$ cat src/rtl/dmem_lsu.sv
// Load/store unit between the MEM stage and a word-wide data memory.
// Sub-word stores go through a read-modify-write cycle; misaligned ops complete without access.
module dmem_lsu #(
    parameter int unsigned XLEN    = 32,
    parameter int unsigned WORD_AW = 8
) (
    input  logic            clk,
    input  logic            rst,
    input  logic            req_valid,
    output logic            req_ready,
    input  logic            req_we,
    input  logic [1:0]      req_size,
    input  logic            req_unsigned,
    input  logic [XLEN-1:0] req_addr,
    input  logic [XLEN-1:0] req_wdata,
    output logic            resp_valid,
    output logic [XLEN-1:0] resp_rdata,
    output logic            resp_misalign,
    output logic            stall,
    output logic            dmem_we,
    output logic [XLEN-1:0] dmem_addr,
    output logic [XLEN-1:0] dmem_wd,
    input  logic [XLEN-1:0] dmem_rd
);

    if (WORD_AW + 2 > XLEN) begin : g_bad_word_aw
        $error("WORD_AW does not fit in XLEN");
    end

    typedef enum logic [1:0] {StIdle, StRead, StWrite, StDone} state_e;

    state_e          state_q, state_d;
    logic            we_q;
    logic [1:0]      size_q;
    logic            uns_q;
    logic [XLEN-1:0] addr_q;
    logic [XLEN-1:0] wdata_q;
    logic [XLEN-1:0] old_q, old_d;
    logic [XLEN-1:0] rdata_q, rdata_d;
    logic            misalign_q, misalign_d;

    logic            accept;
    logic            req_misalign;
    logic [7:0]      ld_byte;
    logic [15:0]     ld_half;
    logic [XLEN-1:0] load_ext;
    logic [XLEN-1:0] merged_wd;

    assign accept = req_valid && (state_q == StIdle);

    assign req_misalign = (req_size == 2'b11)
                        | ((req_size == 2'b01) & req_addr[0])
                        | ((req_size == 2'b10) & (req_addr[1:0] != 2'b00));

    // Lane extraction from the word currently on the read port.
    assign ld_byte = dmem_rd[{addr_q[1:0], 3'b000} +: 8];
    assign ld_half = dmem_rd[{addr_q[1], 4'b0000} +: 16];

    always_comb begin
        load_ext = dmem_rd;
        case (size_q)
            2'b00: load_ext = uns_q ? {{(XLEN-8){1'b0}}, ld_byte}
                                    : {{(XLEN-8){ld_byte[7]}}, ld_byte};
            2'b01: load_ext = uns_q ? {{(XLEN-16){1'b0}}, ld_half}
                                    : {{(XLEN-16){ld_half[15]}}, ld_half};
            default: load_ext = dmem_rd;
        endcase
    end

    // Store data merged into the word captured during READ; other lanes keep old contents.
    always_comb begin
        merged_wd = old_q;
        case (size_q)
            2'b00: merged_wd[{addr_q[1:0], 3'b000} +: 8] = wdata_q[7:0];
            2'b01: merged_wd[{addr_q[1], 4'b0000} +: 16] = wdata_q[15:0];
            default: merged_wd = wdata_q;
        endcase
    end

    always_comb begin
        state_d    = state_q;
        old_d      = old_q;
        rdata_d    = rdata_q;
        misalign_d = misalign_q;
        unique case (state_q)
            StIdle: begin
                if (req_valid) begin
                    if (req_misalign) begin
                        state_d    = StDone;
                        rdata_d    = '0;
                        misalign_d = 1'b1;
                    end else if (!req_we || (req_size != 2'b10)) begin
                        state_d = StRead;
                    end else begin
                        state_d = StWrite;
                    end
                end
            end
            StRead: begin
                if (we_q) begin
                    old_d   = dmem_rd;
                    state_d = StWrite;
                end else begin
                    rdata_d    = load_ext;
                    misalign_d = 1'b0;
                    state_d    = StDone;
                end
            end
            StWrite: begin
                rdata_d    = '0;
                misalign_d = 1'b0;
                state_d    = StDone;
            end
            StDone: begin
                state_d = StIdle;
            end
            default: begin
                state_d = StIdle;
            end
        endcase
    end

    always_ff @(posedge clk) begin
        if (rst) begin
            state_q    <= StIdle;
            old_q      <= '0;
            rdata_q    <= '0;
            misalign_q <= 1'b0;
        end else begin
            state_q    <= state_d;
            old_q      <= old_d;
            rdata_q    <= rdata_d;
            misalign_q <= misalign_d;
        end
    end

    always_ff @(posedge clk) begin
        if (rst) begin
            we_q    <= 1'b0;
            size_q  <= 2'b00;
            uns_q   <= 1'b0;
            addr_q  <= '0;
            wdata_q <= '0;
        end else if (accept) begin
            we_q    <= req_we;
            size_q  <= req_size;
            uns_q   <= req_unsigned;
            addr_q  <= req_addr;
            wdata_q <= req_wdata;
        end
    end

    always_comb begin
        req_ready     = (state_q == StIdle);
        resp_valid    = (state_q == StDone);
        resp_rdata    = rdata_q;
        resp_misalign = misalign_q;
        stall         = ((state_q == StIdle) && req_valid)
                      || (state_q == StRead) || (state_q == StWrite);
        dmem_we       = (state_q == StWrite) && !rst;
        dmem_addr     = '0;
        dmem_wd       = '0;
        if ((state_q == StRead) || (state_q == StWrite)) begin
            dmem_addr = {addr_q[XLEN-1:2], 2'b00};
        end
        if (state_q == StWrite) begin
            dmem_wd = merged_wd;
        end
    end

endmodule

$ cat config.mk
export PLATFORM = sky130hd
export DESIGN_NAME = dmem_lsu
export DESIGN_NICKNAME = d
export VERILOG_FILES = /design/src/rtl/dmem_lsu.sv
export SDC_FILE = /design/constraint.sdc
export NUM_CORES = 1
export LEC_CHECK = 0
export BUFFER_PORTS_ARGS = -buffer_cell sky130_fd_sc_hd__buf_2
export CAP_MARGIN = 20
export CORE_AREA = 2 2 155 157
export CTS_CLUSTER_DIAMETER = 80
export DETAILED_ROUTE_END_ITERATION = 8
export DIE_AREA = 0 0 157 159
export HOLD_SLACK_MARGIN = 0.06
export PLACE_DENSITY = 0.51
export SKIP_LAST_GASP = 1
export SLEW_MARGIN = 0
export SYNTH_ARGS = -nofsm -noshare
export SYNTH_HDL_FRONTEND = slang
export SYNTH_SLANG_ARGS = --single-unit
$ cat constraint.sdc
create_clock -name clk -period 3.5 [get_ports clk]
set_input_delay 0.35 -clock clk [delete_from_list [all_inputs] [get_ports clk]]
set_output_delay 0.35 -clock clk [all_outputs]
set_load 0.02 [all_outputs]
==> impl_metrics.tcl <==
set metrics [dict create \
    ir_drop_uv 347 \
    ff2ff_setup_slack_ps 1230 \
    first_pass_iters 5 \
    synthCells 881 \
    slew-limit-headroom_pct 43.0 \
    io_pins 204 \
    muxShareOfSynthArea_pct 4.29 \
    worst_hold_startpoint "req_addr[26]" \
    start_kind "flop" \
    finalHoldViolations 0 \
    die_w_um 157 \
    finalSetupViolCount 0 \
    synth_compound_area_share_pct 26.0 \
    antenna_found_initial 3 \
    dp_hpwl_um 17300 \
    port_buffers 201 \
    critPathRequiredTime_ps 3150 \
    wl_per_cell_um 17.7 \
    r2r-start "addr_q[1]" \
    tritoncts "built" \
    clockBufferDepth 2 \
    async_reset_ff_share_pct 0 \
    yosysUniqueCellTypes 51 \
    area_growth_syn_to_layout_pct 27.9 \
    holdBufCountCts 0 \
    ys_warn_count 0 \
    grt_max_degree 68 \
    die_y_um 159 \
    drive_gt1_share_pct 25.9 \
    maxSlewViolCount 0 \
    drc 0 \
    fin_tns_setup_ps 0 \
    dp.cells 1340 \
    fmax_mhz 308 \
    grt_pass1_wl_um 37300 \
    fillers 2511 \
    cts.sinks 135 \
    critPathKind "flop to primary output" \
    whs_endpoint "addr_q[26]" \
    first_iter_violations 405 \
    cts_setup_buffers 0 \
    num_vias 6899 \
    synth_top_family_by_area "compound AO/OA/AOI/OAI gates" \
    start_util_pct 29.7 \
    vias_per_cell 5.02 \
    max-cap-violations 0 \
    ant_nets 0 \
    regArea_sq_um 2710 \
    synth-xor-area-share_pct 0 \
    min_period_ps 3240 \
    status "finished clean" \
    grt_usage_pct 19.2 \
    clock_latency_ps 430 \
    ys_ff_latch 135 \
    core_sq_um 23200 \
    place.gp.congestion 0.785 \
    numCtsBuffers 17 \
    cts-root-buf "clkbuf_16" \
    yosys.area_share.simple_pct 23.7 \
    rows 56 \
    worstMarginPinSlew_ps 854 \
    ys_seq_area_share_pct 39.3 \
    p_leak_nw 3.50 \
    syn_avg_cell_area_sq_um 7.81 \
    period_share_pct 92.7 \
    synth_fa_ha_area_share_pct 1.64 \
    cts.htree.levels 4 \
    synth_flop_cell "dfxtp_1" \
    rr_worst_depth 6 \
    grt_overflow_total 0 \
    finalClockSkew_ps 10.8 \
    p_per_area_nw_per_um2 679 \
    multi_input_area_sq_um 3840 \
    synth_area_sq_um 6880 \
    cp-end-kind "primary output" \
    fin_cells 1374 \
    clk_pin_slew_ps 60 \
    critPathMaxFanout 16 \
    synth_edf_count 0 \
    drt-total-wl_um 24300 \
    cp_data_arrival_time_ps 2890 \
    rsz0062_at_grt "no" \
    hold_path_depth 3 \
    dieArea_sq_um 25000 \
    grt_pass1_vias 6781 \
    r2r_end "resp_rdata[30]" \
    hold_class "primary input to flop" \
    nets 1154 \
]
-- flip-flops by register name, indices dropped and copies added, names as in the netlist --
signal,flops
addr_q,32
size_q,2
we_q,1
old_q,32
uns_q,1
resp_misalign,1
resp_rdata,32
wdata_q,32
state_q,2
-- metal layers --
| layer | vias up | global-route usage, % | wire length (um) | part of all wire, % |
|---|---|---|---|---|
| met4 | 2 | 5.46 | 324 | 1.3 |
| li1 | 3409 | - | - | - |
| met2 | 215 | 32.0 | 11700 | 48 |
| met3 | 21 | 6.29 | 1840 | 7.6 |
| met5 | - | 0 | 13 | 0.054 |
| met1 | 3252 | 23.6 | 10400 | 43 |
-- report_power, final --
part | switching [W] | total (W) | internal, W
logic | 0.00136 | 0.00206 | 0.000703
clock network | 0.000707 | 0.00195 | 0.00125
registers | 0.000203 | 0.00197 | 0.00176
-- kinds of logic after synthesis --
kind of cell,after synthesis
compound gates,261
fa+ha+maj,9
flops,135
simple gates,361
other cells,1
mux,27
buf+inv,87
-- area by class of cell --
class                           count  area share, %
Multi-Input combinational cell    660           43.7
Sequential cell                   135           30.7
Timing Repair Buffer              217           13.3
Clock buffer                       20           5.30
Tap cell                          319           4.53
Clock inverter                     11           1.96
Inverter                           11          0.469
Antenna cell                        1         0.0284
-- Yosys cell counts, types with 3 or more instances --
cell       count  area share (%)
nand2b_1      22             2.0
nor2b_1       15             1.4
nor2_1        20             1.1
o2bb2ai_1     11             1.4
clkbuf_1      53             2.9
nand2_1      243              13
dfxtp_1      135              39
a21o_1         3            0.33
o21ai_0       20             1.5
a22oi_1       15             1.6
a221o_1        8             1.2
a21boi_0       8            0.87
ha_1           9             1.6
a221oi_1      13             1.7
nor3_1         8            0.58
and2_1        34             3.1
a22o_1         8             1.0
mux2_2        10             1.6
a32o_1        36             5.2
inv_1          9            0.49
o221ai_1       9             1.1
nor3b_1        9            0.98
buf_1         11            0.60
buf_2          9            0.65
a21oi_1      118             8.6
mux2i_1       16             2.3
-- timing repair --
| item | CTS | global route |
|---|---|---|
| hold endpoints to repair | 0 | 0 |
| resized for setup | 1 | 1 |
| endpoints found under the setup margin | 1 | 3 |
-- per-stage QoR --
stage | utilization [%] | setup WS [ps] | cell area [sq um] | hold slack [ps] | power, W
floorplan | - | 726 | 6890 | 432 | 0.00339
global placement | 34.9 | 486 | 8100 | 437 | 0.00405
detailed placement | 34.9 | 443 | 8100 | 442 | 0.00406
CTS | 37.7 | 94.1 | 8740 | 137 | 0.00603
global route | 37.9 | 97.8 | 8800 | 145 | 0.00635
finish | 38.0 | 256 | 8800 | 149 | 0.00598
-- placed cells by master (no fill, tap or decap), drive strengths merged, types with 20 or more instances in the layout --
| cell | instances |
|---|---|
| nand2b | 22 |
| o21ai | 21 |
| nand2 | 243 |
| buf | 217 |
| and2 | 35 |
| dfxtp | 135 |
| nor2 | 20 |
| a21oi | 118 |
| clkbuf | 20 |
| a32o | 36 |
-- worst max-delay path by stage --
stage,startpoint,endpoint,slack (ps),cells past startpoint
floorplan,addr_q[1],dmem_wd[0],730,9
global placement,addr_q[0],dmem_wd[31],490,7
detailed placement,addr_q[0],dmem_wd[31],440,7
CTS,addr_q[0],dmem_wd[31],90,7
global route,addr_q[1],dmem_wd[31],100,7
finish,addr_q[1],dmem_wd[31],260,7
-- worst max-delay path: stages (launching register included) --
cell and delay (ps):
dfxtp_2 580, inv_1 140, ha_1 270, nor3b_4 370, nor3b_4 450, a221o_1 220, a32o_1 250, buf_2 190
Note: power is estimated with default switching activity, not from simulation.
